`src/rtl/int_gen_pkg.sv`:
```
// Shared encodings for the int_gen programmable interrupt source: FSM state
// codes, register indices, CTRL bit positions and the default acknowledge address.
package int_gen_pkg;

    typedef enum logic [1:0] {
        ST_IDLE = 2'd0,
        ST_LOAD = 2'd1,
        ST_CNT  = 2'd2,
        ST_FIRE = 2'd3
    } state_t;

    localparam logic [1:0] REG_CTRL   = 2'd0;
    localparam logic [1:0] REG_PERIOD = 2'd1;
    localparam logic [1:0] REG_COUNT  = 2'd2;
    localparam logic [1:0] REG_STATUS = 2'd3;

    localparam int CTRL_EN   = 0;
    localparam int CTRL_AUTO = 1;
    localparam int CTRL_MASK = 2;

    localparam logic [31:0] DEFAULT_ACK_ADDR = 32'h0000_7F20;

endpackage

```
`src/rtl/int_gen_regfile.sv`:
```
// CTRL/PERIOD storage, write decode and the combinational read mux for int_gen.
// COUNT and STATUS are owned by the top and only muxed onto Dout here.
module int_gen_regfile import int_gen_pkg::*; #(
    parameter int CNT_W = 32
) (
    input  logic             clk,
    input  logic             reset,
    input  logic [1:0]       reg_sel,
    input  logic             WE,
    input  logic [31:0]      Din,
    input  logic             en_clr,
    input  logic [CNT_W-1:0] count,
    input  logic [31:0]      status,
    output logic [31:0]      Dout,
    output logic             en,
    output logic             auto_rl,
    output logic             mask,
    output logic             en_nxt,
    output logic             auto_nxt,
    output logic [CNT_W-1:0] period
);

    logic        ctrl_wr;
    logic        mask_nxt;
    logic [31:0] period_ext;
    logic [31:0] count_ext;

    assign ctrl_wr = WE && (reg_sel == REG_CTRL);

    // A software CTRL write overrides the FSM's own EN clear on a non-auto ack.
    always_comb begin
        en_nxt   = ctrl_wr ? Din[CTRL_EN] : (en_clr ? 1'b0 : en);
        auto_nxt = ctrl_wr ? Din[CTRL_AUTO] : auto_rl;
        mask_nxt = ctrl_wr ? Din[CTRL_MASK] : mask;
    end

    always_ff @(posedge clk) begin
        if (reset) begin
            en      <= 1'b0;
            auto_rl <= 1'b0;
            mask    <= 1'b0;
            period  <= '0;
        end else begin
            en      <= en_nxt;
            auto_rl <= auto_nxt;
            mask    <= mask_nxt;
            if (WE && (reg_sel == REG_PERIOD)) begin
                period <= Din[CNT_W-1:0];
            end
        end
    end

    always_comb begin
        period_ext              = '0;
        period_ext[CNT_W-1:0]   = period;
        count_ext               = '0;
        count_ext[CNT_W-1:0]    = count;
        case (reg_sel)
            REG_CTRL:   Dout = {29'd0, mask, auto_rl, en};
            REG_PERIOD: Dout = period_ext;
            REG_COUNT:  Dout = count_ext;
            default:    Dout = status;
        endcase
    end

endmodule

```
`src/rtl/int_gen.sv`:
```
// Programmable external interrupt source: IDLE/LOAD/CNT/FIRE countdown with bus ack.
// Build option INT_GEN_PULSE_EN turns the level interrupt into a one-cycle pulse.
module int_gen import int_gen_pkg::*; #(
    parameter logic [31:0] ACK_ADDR = DEFAULT_ACK_ADDR,
    parameter int          CNT_W    = 32
) (
    input  logic        clk,
    input  logic        reset,
    input  logic [29:0] Addr,
    input  logic        WE,
    input  logic [31:0] Din,
    output logic [31:0] Dout,
    input  logic [31:0] m_int_addr,
    input  logic [3:0]  m_int_byteen,
    output logic        interrupt
);

    state_t           state;
    logic [CNT_W-1:0] count;
    logic [CNT_W-1:0] period;
    logic             pending;
    logic [15:0]      fire_cnt;
    logic             en, auto_rl, mask, en_nxt, auto_nxt;
    logic             ack, en_clr;
    logic [1:0]       state_code;
    logic [31:0]      status;
    logic [27:0]      unused_addr;

    assign unused_addr = Addr[29:2];
    assign ack         = (m_int_addr == ACK_ADDR) && (|m_int_byteen);
    assign en_clr      = (state == ST_FIRE) && en && ack && !auto_rl;
    assign state_code  = state;
    assign status      = {fire_cnt, 13'd0, state_code, pending};

    int_gen_regfile #(.CNT_W(CNT_W)) u_regfile (
        .clk      (clk),
        .reset    (reset),
        .reg_sel  (Addr[1:0]),
        .WE       (WE),
        .Din      (Din),
        .en_clr   (en_clr),
        .count    (count),
        .status   (status),
        .Dout     (Dout),
        .en       (en),
        .auto_rl  (auto_rl),
        .mask     (mask),
        .en_nxt   (en_nxt),
        .auto_nxt (auto_nxt),
        .period   (period)
    );

`ifdef INT_GEN_PULSE_EN
    logic pulse;
    assign interrupt = pulse & ~mask;
`else
    assign interrupt = pending & ~mask;
`endif

    always_ff @(posedge clk) begin
        if (reset) begin
            state    <= ST_IDLE;
            count    <= '0;
            pending  <= 1'b0;
            fire_cnt <= '0;
`ifdef INT_GEN_PULSE_EN
            pulse    <= 1'b0;
`endif
        end else begin
`ifdef INT_GEN_PULSE_EN
            pulse <= 1'b0;
`endif
            if (ack) begin
                pending <= 1'b0;
            end
            case (state)
                ST_IDLE: begin
                    if (en) state <= ST_LOAD;
                end
                ST_LOAD: begin
                    if (!en) begin
                        state <= ST_IDLE;
                    end else if (period != '0) begin
                        count <= period;
                        state <= ST_CNT;
                    end
                end
                ST_CNT: begin
                    if (!en) begin
                        state <= ST_IDLE;
                    end else begin
                        count <= count - 1'b1;
                        // A fresh fire wins over an ack landing on the same edge.
                        if (count == {{(CNT_W-1){1'b0}}, 1'b1}) begin
                            pending  <= 1'b1;
                            fire_cnt <= fire_cnt + 1'b1;
                            state    <= ST_FIRE;
`ifdef INT_GEN_PULSE_EN
                            pulse    <= 1'b1;
`endif
                        end
                    end
                end
                ST_FIRE: begin
                    if (!en) begin
                        state <= ST_IDLE;
                    end else if (ack) begin
                        state <= (en_nxt && auto_nxt) ? ST_LOAD : ST_IDLE;
                    end
                end
                default: state <= ST_IDLE;
            endcase
        end
    end

endmodule

```
`config.mk`:
```
export PLATFORM = sky130hd
export DESIGN_NAME = int_gen
export DESIGN_NICKNAME = d
export VERILOG_FILES = /design/src/rtl/int_gen_pkg.sv /design/src/rtl/int_gen_regfile.sv /design/src/rtl/int_gen.sv
export SDC_FILE = /design/constraint.sdc
export NUM_CORES = 1
export LEC_CHECK = 0
export CAP_MARGIN = 40
export CORE_MARGIN = 2
export CORE_UTILIZATION = 25
export CTS_CLUSTER_SIZE = 40
export DETAILED_ROUTE_END_ITERATION = 16
export PLACE_DENSITY = 0.57
export SLEW_MARGIN = 20
export SYNTH_ARGS = -nofsm -noshare
export SYNTH_HDL_FRONTEND = slang
export SYNTH_SLANG_ARGS = --single-unit
export TNS_END_PERCENT = 30
```
`constraint.sdc`:
```
create_clock -name clk -period 4.3 [get_ports clk]
set_clock_uncertainty 0.15 [all_clocks]
set_input_delay 0.86 -clock clk [delete_from_list [all_inputs] [get_ports clk]]
set_output_delay 0.86 -clock clk [all_outputs]
set_load 0.01 [all_outputs]
```
==> results of run 1 <==
final timing paths:
path                                                  startpoint                               end  slack (ns)  depth (start not counted)
worst max-delay path                                     Addr[1]                          Dout[16]        0.52                          6
worst min register to register  u_regfile.period[2]$_SDFFE_PP0P_  u_regfile.period[2]$_SDFFE_PP0P_        0.34                          2
worst max register to register            count[18]$_SDFFE_PP0P_         fire_cnt[11]$_SDFFE_PP0P_        1.40                          6
worst min-delay path            u_regfile.period[2]$_SDFFE_PP0P_  u_regfile.period[2]$_SDFFE_PP0P_        0.34                          2
where the power goes:
part / switching [mW] / total [mW] / internal (mW)
Sequential: 0.0175 / 0.826 / 0.808
Clock: 0.334 / 0.833 / 0.499
Combinational: 0.0931 / 0.198 / 0.105
layout make-up:
| cell class | instances | area share (%) |
|---|---|---|
| Multi-Input combinational cell | 505 | 45.8 |
| Sequential cell | 86 | 25.8 |
| Timing Repair Buffer | 123 | 18.1 |
| Tap cell | 265 | 4.97 |
| Clock buffer | 12 | 3.99 |
| Clock inverter | 4 | 0.806 |
| Inverter | 10 | 0.562 |
state kept, by name, summed over array words and instances (netlist names):
signal,count
count,32
fire_cnt,16
pending,1
state,2
u_regfile.auto_rl,1
u_regfile.en,1
u_regfile.mask,1
u_regfile.period,32
cells in the final DEF (no fill, tap or decap), drive strengths merged, types with 4 or more instances in the layout:
cell,netlist,routed
inv,10,10
a22o,32,32
or3,4,4
nor2,42,42
buf,11,19
nor4,22,22
nand2,123,123
mux2,16,16
nor2b,6,6
or4,6,6
nor3,14,14
nand4,15,15
xor2,12,12
and3,4,4
a21oi,73,73
o211ai,6,6
o31ai,7,7
o41ai,4,4
a32oi,5,5
and2,6,6
nand3,23,23
dfxtp,86,86
clkdlybuf4s50,0,104
o21ai,27,27
clkbuf,36,12
routing by layer:
metal	wire (um)	vias up	GRT usage, %
met1	7700	2500	21.2
met5	0	-	0
met4	208	0	4.80
met2	8230	184	27.2
met3	1070	16	2.26
li1	-	2569	-
logic make-up after synthesis:
logic type,after synthesis,synth area share [%]
simple gates,284,28.6
compound gates,185,24.2
flops,86,34.3
buf+inv,57,4.74
mux,20,5.14
xor+xnor,13,2.27
fa+ha+maj,3,0.748
worst max-delay path, cell delays in order:
cell	delay [ns]
sky130_fd_sc_hd__clkdlybuf4s50_1	0.51
sky130_fd_sc_hd__buf_12	0.19
sky130_fd_sc_hd__nor2b_2	0.21
sky130_fd_sc_hd__buf_12	0.21
sky130_fd_sc_hd__a22o_1	0.21
sky130_fd_sc_hd__clkdlybuf4s50_1	0.57
per-stage QoR:
step	total power [mW]	utilization, %	setup WS [ns]	hold WS [ns]	cell area, um2
after CTS	1.87	34.1	0.505	0.345	6680
after detailed placement	1.04	32.4	0.509	0.335	6360
after global placement	1.04	32.4	0.511	0.319	6360
after floorplan	0.925	-	1.11	0.292	5020
final	1.86	34.1	0.524	0.344	6680
after global routing	1.92	34.1	0.457	0.364	6680
==> flow_summary.rst, run 1 <==
.. list-table::
   :header-rows: 1

   * - Metric
     - Value
   * - Outcome
     - complete, no violations
   * - Worst EP required
     - roughly 3.3 ns
   * - Post-synthesis cell type with the largest combined area
     - sky130_fd_sc_hd__dfxtp_1
   * - Routability Congestion
     - a little under 0.9
   * - First-pass iteration count of the detailed router
     - 5
   * - Filler cell count
     - about 2100
   * - Synthesized instance count
     - 648
   * - Top-area cell type share of the netlist area
     - between 30% and 40%
   * - Antenna violations before repair
     - 0
   * - Achievable frequency
     - 265 MHz
   * - Fin nets
     - between 800 and 900
   * - Cell types with the highest counts after synthesis
     - 122 x sky130_fd_sc_hd__nand2_1, 86 x sky130_fd_sc_hd__dfxtp_1, 73 x sky130_fd_sc_hd__a21oi_1
   * - Total congestion overflow after global routing
     - 0
   * - Netlist cell types
     - 66
   * - Ranking of synthesized cells by area
     - sky130_fd_sc_hd__dfxtp_1 34%, sky130_fd_sc_hd__nand2_1 9.1%, sky130_fd_sc_hd__a21oi_1 7.3%, sky130_fd_sc_hd__a22o_1 5.6%, sky130_fd_sc_hd__mux2_2 3.6%
   * - EDFF count, synth
     - 0
   * - Post-Synthesis Net Count
     - ~750
   * - Post-synthesis to final-layout area growth
     - 33.1%
   * - CTS tree
     - built
   * - Share of the clock period used by the worst path
     - a little under 90%
   * - Overall die height
     - between 100 and 150 um
   * - Total length of routed wires
     - around 17 mm
   * - Placed Cells incl. Taps
     - approximately 1000
   * - Antenna Diode Count
     - 0
   * - Proportion of synthesized chip area in sequential cells
     - between 30% and 40%
   * - I/O Buffers
     - between 100 and 150
   * - Non-filler cells in the finished layout
     - 1005
   * - Vias per std cell
     - roughly 5.2
   * - Starting density of the core
     - around a quarter
   * - Leading cell type by number of instances after synthesis
     - sky130_fd_sc_hd__nand2_1
   * - Number of vias after detailed routing
     - 5269
   * - Post-synth ARST share
     - 0%
   * - Area of the die
     - roughly 0.021 mm2
   * - Max_cap viols
     - 0
   * - Core outline area
     - roughly 0.020 mm2
   * - Total setup buffers inserted after CTS
     - 0
   * - DRC violation count after routing
     - 0
   * - Number of hold violations in the final report
     - 0
   * - Power per Cell Area
     - around 280 mW/mm2
   * - Routed length per placed instance
     - ~17 um
   * - Measured slew at the worst slew-check pin
     - just under 0.9 ns
   * - Latest clock arrival within the worst-skew pair
     - about 0.35 ns
   * - Layout cell share with drive strength beyond 1
     - approximately 9%
   * - Worst vdd rail ir drop
     - 0.193 mV
   * - Min-delay worst type
     - flip-flop to flip-flop
   * - Avg Synthesized Cell Area
     - about 7.7 um2
   * - Startpoint class of the critical path
     - input pin
   * - Number of global-route vias before repair
     - between 5000 and 6000
   * - Initial DRC count
     - between 400 and 500
   * - Flop and latch count out of synthesis
     - between 80 and 90
   * - Worst slew slack as a fraction of its limit
     - 41.1%
   * - Leakage power figure
     - approximately 2.3 nW
   * - Setup Total Neg Slack
     - 0 ns
   * - CTS sink cnt
     - 86
   * - Min Tclk post-route
     - 3.78 ns
   * - First-pass GRT wire length
     - about 28 mm
   * - Post-cts resize count
     - 0
   * - Flip-flop and latch area
     - around 0.0017 mm2
   * - Aggregate global-route resource usage
     - about 16%
   * - Synthesized area
     - about 0.005 mm2
   * - Critical Path Sink Type
     - output port
   * - Largest net degree at the start of global routing
     - 61
   * - Count of warnings emitted by yosys
     - 0
   * - Area used by multi-input combinational logic
     - around 0.0031 mm2
   * - CTS H-Tree Depth
     - 3
   * - Clock Path Buffers
     - 2
   * - Endpoints failing setup
     - 0
   * - Width of the die
     - ~150 um
   * - CTS buffer count
     - 9
   * - Placement row count
     - 51
   * - Data arrival time of the worst path
     - approximately 2.8 ns
   * - Worst-path fanout max
     - 29
   * - I/O pin count
     - approximately 130
   * - Unrepaired setup endpoints after global routing
     - false
   * - Antenna Violating Nets Remaining
     - 0
   * - CTS root buf
     - sky130_fd_sc_hd__clkbuf_16
   * - Final HPWL DP
     - 12.7 mm
   * - Synth Flop Type
     - sky130_fd_sc_hd__dfxtp_1
   * - Pins Over Slew Limit
     - 0
   * - Quantity of hold-fixing buffers added after cts
     - 0
   * - Clock edge transition at the registers on the reported setup and hold paths
     - approximately 0.060 ns
   * - Kind of critical path
     - input pin to output port
(Power assumes the default switching activity.)
==> run 2, diff against run 1 <==
--- a/config.mk
+++ b/config.mk
@@ -10,7 +10,8 @@
 export CORE_UTILIZATION = 25
 export CTS_CLUSTER_SIZE = 40
 export DETAILED_ROUTE_END_ITERATION = 16
-export PLACE_DENSITY = 0.57
+export DONT_BUFFER_PORTS = 1
+export PLACE_DENSITY = 0.48
 export SLEW_MARGIN = 20
 export SYNTH_ARGS = -nofsm -noshare
 export SYNTH_HDL_FRONTEND = slang
==> flow_summary.rst, run 2 (synthesis gave the netlist of run 1 again) <==
.. list-table::
   :header-rows: 1

   * - Metric
     - Value
   * - Outcome
     - complete, no violations
   * - Antenna violations before repair
     - 0
   * - CTS H-Tree Depth
     - 3
   * - Met3 track demand over resource
     - under 10%
   * - Achievable frequency
     - between 300 and 400 MHz
   * - Number of global-route vias before repair
     - just under 5000
   * - Fin area
     - 0.00555 mm2
   * - Total congestion overflow after global routing
     - 0
   * - Met2 usage in global routing
     - 27.4%
   * - Core outline area
     - 0.0196 mm2
   * - CTS buffer count
     - 9
   * - Fin nets
     - 730
   * - Antenna Diode Count
     - 0
   * - Critical Path Sink Type
     - flip-flop
   * - Routability Congestion
     - about 0.86
   * - Worst EP required
     - around 4.4 ns
   * - Post-synthesis to final-layout area growth
     - 10.7%
   * - Share of the clock period used by the worst path
     - between 70% and 80%
   * - Worst slack, placed
     - roughly 1.1 ns
   * - Total setup buffers inserted after CTS
     - 0
   * - Aggregate global-route resource usage
     - 16.6%
   * - Measured slew at the worst slew-check pin
     - between 0.8 and 0.9 ns
   * - Post-detailed-placement cell area
     - 0.00526 mm2
   * - Routed length per placed instance
     - 20.2 um
   * - Final HPWL DP
     - about 13 mm
   * - Number of vias after detailed routing
     - about 5000
   * - I/O pin count
     - 134
   * - Area of the die
     - roughly 0.021 mm2
   * - First-pass GRT wire length
     - around 28 mm
   * - Layout cell share with drive strength beyond 1
     - 9.37%
   * - CTS root buf
     - sky130_fd_sc_hd__clkbuf_16
   * - Commonest non-fill, non-tap cells in the layout
     - 122 x sky130_fd_sc_hd__nand2_1, 86 x sky130_fd_sc_hd__dfxtp_1, 73 x sky130_fd_sc_hd__a21oi_1
   * - Pins Over Slew Limit
     - 0
   * - Placement row count
     - between 50 and 60
   * - Final cell utilization of the core
     - ~28%
   * - Non-filler cells in the finished layout
     - about 900
   * - Minimum setup slack in the final design
     - 1.29 ns
   * - Most frequent standard cell in the layout excluding fill and tap cells
     - sky130_fd_sc_hd__nand2_1
   * - Setup Total Neg Slack
     - 0 ns
   * - Worst vdd rail ir drop
     - 0.156 mV
   * - Registers with the highest flip-flop counts
     - count x32, u_regfile.period x32, fire_cnt x16
   * - Worst slew slack as a fraction of its limit
     - between 40% and 50%
   * - Overall die height
     - roughly 150 um
   * - Worst Hold Margin
     - roughly 0.33 ns
   * - Starting density of the core
     - approximately a quarter
   * - Data arrival time of the worst path
     - slightly above 3 ns
   * - Antenna Violating Nets Remaining
     - 0
   * - Initial DRC count
     - 531
   * - Min Tclk post-route
     - about 3 ns
   * - Worst-path fanout max
     - 13
   * - Kind of critical path
     - flip-flop to flip-flop
   * - Clock edge transition at the registers on the reported setup and hold paths
     - ~0.060 ns
   * - DRC violation count after routing
     - 0
   * - Sum of internal, switching and leakage power
     - roughly 1.7 mW
   * - Layer carrying the most global-route usage
     - met2
   * - Startpoint class of the critical path
     - flip-flop
   * - Power per Cell Area
     - between 300 and 400 mW/mm2
   * - Largest net degree at the start of global routing
     - 83
   * - Post-cts resize count
     - 0
   * - Total length of routed wires
     - ~18 mm
   * - Global-route track usage on met1
     - 21.8%
   * - CTS tree
     - built
   * - CTS sink cnt
     - between 80 and 90
   * - Filler cell count
     - between 2000 and 2500
   * - Leakage power figure
     - around 1.8 nW
   * - Unrepaired setup endpoints after global routing
     - false
   * - Min-delay worst type
     - flip-flop to flip-flop
   * - Width of the die
     - between 100 and 150 um
   * - I/O Buffers
     - 0
   * - Placed Cells incl. Taps
     - between 800 and 900
   * - Vias per std cell
     - approximately 5.6
   * - Endpoints failing setup
     - 0
   * - Clock Path Buffers
     - 2
   * - Latest clock arrival within the worst-skew pair
     - about 0.35 ns
   * - Max_cap viols
     - 0
   * - Quantity of hold-fixing buffers added after cts
     - 0
   * - Number of hold violations in the final report
     - 0
   * - First-pass iteration count of the detailed router
     - 5
[run 2: cell count changes in the layout (fill, tap and decap cells not counted), moves of 2 or more]
cell / previous run / this run
sky130_fd_sc_hd__buf_8: 0 / 2
sky130_fd_sc_hd__clkdlybuf4s50_1: 104 / 0
sky130_fd_sc_hd__buf_12: 2 / 0
sky130_fd_sc_hd__buf_4: 16 / 11
[run 2: final timing paths]
check | from | end | slack [ns] | cells past startpoint
max | u_regfile.period[4]$_SDFFE_PP0P_ | count[26]$_SDFFE_PP0P_ | 1.29 | 7
max reg2reg | u_regfile.period[4]$_SDFFE_PP0P_ | count[26]$_SDFFE_PP0P_ | 1.29 | 7
min | fire_cnt[1]$_SDFFE_PP0P_ | fire_cnt[1]$_SDFFE_PP0P_ | 0.33 | 2
min reg2reg | fire_cnt[1]$_SDFFE_PP0P_ | fire_cnt[1]$_SDFFE_PP0P_ | 0.33 | 2
[run 2: worst max-delay path, cell delays in order, from the launching register on]
cell                       delay (ns)
sky130_fd_sc_hd__dfxtp_1         0.34
sky130_fd_sc_hd__nor4_1          0.47
sky130_fd_sc_hd__nand4_1         0.29
sky130_fd_sc_hd__o211ai_1        0.66
sky130_fd_sc_hd__and2_1          0.49
sky130_fd_sc_hd__buf_6           0.23
sky130_fd_sc_hd__nor3_1          0.06
sky130_fd_sc_hd__a31o_2          0.20
[run 2: where the power goes]
part	switching, mW	internal, mW
Clock	0.325	0.419
Sequential	0.0179	0.809
Combinational	0.0623	0.0392
[run 2: per-layer routing]
layer | vias to the layer above | part of all wire [%]
li1 | 2349 | -
met1 | 2408 | 44
met2 | 228 | 47
met3 | 27 | 7.1
met4 | 0 | 2.3
met5 | - | 0
[run 2: area by class of cell]
type,count,area [um2],share of cell area (%)
clock inverter,3,20.0,0.361
clock buffer,12,256,4.62
sequential,86,1720,31.0
inverter,10,37.5,0.676
multi-input combinational,505,3060,55.1
tap,265,332,5.97
timing repair buffer,14,124,2.23
==> run 3, diff against run 2 <==
==> constraint.sdc (replaced) <==
create_clock -name clk -period 2.95 [get_ports clk]
set_clock_uncertainty 0.15 [all_clocks]
set_input_delay 0.59 -clock clk [delete_from_list [all_inputs] [get_ports clk]]
set_output_delay 0.59 -clock clk [all_outputs]
set_load 0.01 [all_outputs]
==> flow_summary.rst, run 3 (synthesis gave the netlist of run 1 again) <==
.. list-table::
   :header-rows: 1

   * - Metric
     - Value
   * - Outcome
     - complete, no violations
   * - I/O Buffers
     - 0
   * - Achievable frequency
     - between 300 and 400 MHz
   * - Placement row count
     - just over 50
   * - Routability Congestion
     - 0.844
   * - Antenna violations before repair
     - 0
   * - Latest clock arrival within the worst-skew pair
     - between 0.3 and 0.4 ns
   * - Clock Path Buffers
     - 2
   * - FF-to-FF Start
     - count[24]$_SDFFE_PP0P_
   * - Core outline area
     - between 0.015 and 0.02 mm2
   * - Worst Hold Margin
     - around 0.16 ns
   * - Most frequent standard cell in the layout excluding fill and tap cells
     - sky130_fd_sc_hd__nand2_1
   * - Total congestion overflow after global routing
     - 0
   * - Registers with the highest flip-flop counts
     - count x32, u_regfile.period x32, fire_cnt x16
   * - Reg-to-reg setup timing slack
     - ~0.42 ns
   * - Unrepaired setup endpoints after global routing
     - false
   * - Worst-path fanout max
     - 7
   * - First-pass GRT wire length
     - ~28 mm
   * - Worst EP required
     - between 3 and 4 ns
   * - Post-synthesis to final-layout area growth
     - 14.3%
   * - CTS root buf
     - sky130_fd_sc_hd__clkbuf_16
   * - Layout cell share with drive strength beyond 1
     - between 10% and 20%
   * - Number of vias after detailed routing
     - between 5000 and 6000
   * - Leakage power figure
     - just under 2 nW
   * - Total length of routed wires
     - around 18 mm
   * - Min Tclk post-route
     - between 2 and 3 ns
   * - CTS buffer count
     - 9
   * - Number of hold violations in the final report
     - 0
   * - Worst vdd rail ir drop
     - between 0.2 and 0.25 mV
   * - CTS H-Tree Depth
     - 3
   * - Antenna Diode Count
     - 0
   * - Minimum setup slack in the final design
     - between 0.4 and 0.5 ns
   * - Critical register-to-register path endpoint
     - fire_cnt[14]$_SDFFE_PP0P_
   * - I/O pin count
     - 134
   * - Kind of critical path
     - flip-flop to flip-flop
   * - Max_cap viols
     - 0
   * - Critical Path Sink Type
     - flip-flop
   * - R2R depth
     - 6
   * - Startpoint class of the critical path
     - flip-flop
   * - Total setup buffers inserted after CTS
     - 0
   * - Worst slack, placed
     - around 0.50 ns
   * - Vias per std cell
     - around 5.5
   * - CTS sink cnt
     - 86
   * - Final HPWL DP
     - approximately 13 mm
   * - Quantity of hold-fixing buffers added after cts
     - 0
   * - Placed Cells incl. Taps
     - between 800 and 900
   * - CP Launch Point
     - count[24]$_SDFFE_PP0P_
   * - Non-filler cells in the finished layout
     - around 900
   * - Starting density of the core
     - about 26%
   * - Min-delay worst type
     - input pin to flip-flop
   * - Antenna Violating Nets Remaining
     - 0
   * - Width of the die
     - between 100 and 150 um
   * - Data arrival time of the worst path
     - about 2.7 ns
   * - Worst Hold Launch
     - reset
   * - Aggregate global-route resource usage
     - 16.7%
   * - Clock edge transition at the registers on the reported setup and hold paths
     - about 0.070 ns
   * - Endpoint of the worst setup timing path
     - fire_cnt[14]$_SDFFE_PP0P_
   * - Area of the die
     - 0.0212 mm2
   * - Largest net degree at the start of global routing
     - 83
   * - Measured slew at the worst slew-check pin
     - slightly below 0.8 ns
   * - Number of global-route vias before repair
     - ~4900
   * - Post-cts resize count
     - 0
   * - Routed length per placed instance
     - about 20 um
   * - Worst slew slack as a fraction of its limit
     - approximately 48%
   * - Commonest non-fill, non-tap cells in the layout
     - 122 x sky130_fd_sc_hd__nand2_1, 86 x sky130_fd_sc_hd__dfxtp_1, 73 x sky130_fd_sc_hd__a21oi_1
   * - Share of the clock period used by the worst path
     - a little under nine tenths
   * - Initial DRC count
     - about 500
   * - Fin nets
     - 744
   * - CTS tree
     - built
   * - First-pass iteration count of the detailed router
     - 5
   * - DRC violation count after routing
     - 0
   * - Power per Cell Area
     - ~470 mW/mm2
   * - Setup Total Neg Slack
     - 0 ns
   * - Pins Over Slew Limit
     - 0
   * - Endpoints failing setup
     - 0
   * - Final cell utilization of the core
     - a little under 30%
   * - Overall die height
     - 146 um
## run 3: cell types whose count changed in the layout (fill, tap and decap cells not counted), sizes merged
cell,before,now
clkinvlp,2,0
buf,14,28
bufinv,0,3
clkinv,1,0
clkbuf,12,13
## run 3: worst min-delay path by stage
stage	endpoint	slack (ns)	cells past startpoint
2_1_floorplan	pending$_SDFF_PP0_	0.29	2
3_3_place_gp	fire_cnt[1]$_SDFFE_PP0P_	0.32	2
3_5_place_dp	fire_cnt[1]$_SDFFE_PP0P_	0.33	2
4_1_cts	u_regfile.period[18]$_SDFFE_PP0P_	0.15	1
5_1_grt	u_regfile.period[17]$_SDFFE_PP0P_	0.15	1
6_report	u_regfile.period[18]$_SDFFE_PP0P_	0.16	1
## run 3: critical path, cell delays in order (launching register included)
cell                      delay [ns]
sky130_fd_sc_hd__dfxtp_1        0.37
sky130_fd_sc_hd__nor4_1         0.55
sky130_fd_sc_hd__nand4_1        0.33
sky130_fd_sc_hd__nor2_1         0.38
sky130_fd_sc_hd__nand3_4        0.17
sky130_fd_sc_hd__or3_1          0.37
sky130_fd_sc_hd__a21oi_1        0.14
## run 3: cell type report
class,instances,area [um2]
fill,2110,13900
multi-input combinational,505,3060
sequential,86,1720
tap,265,332
clock buffer,13,260
timing repair buffer,28,235
clock inverter,3,90.1
inverter,10,37.5
## run 3: metrics by stage
stage	cell area [um2]	power, mW
3_3_place_gp	5390	1.38
4_1_cts	5740	2.74
5_1_grt	5740	2.81
6_report	5740	2.72
3_5_place_dp	5390	1.38
2_1_floorplan	5020	1.35
## run 3: power breakdown
part	switching (mW)	internal (mW)	total [mW]
sequential	0.0257	1.18	1.20
clock	0.490	0.876	1.37
combinational	0.0917	0.0600	0.152
## run 3: metal layers
layer / GRT usage [%] / up-vias / wire length (um)
li1: - / 2376 / -
met1: 21.8 / 2367 / 8060
met2: 27.0 / 254 / 8510
met3: 3.23 / 35 / 1280
met4: 6.96 / 0 / 439
met5: 0 / - / 0
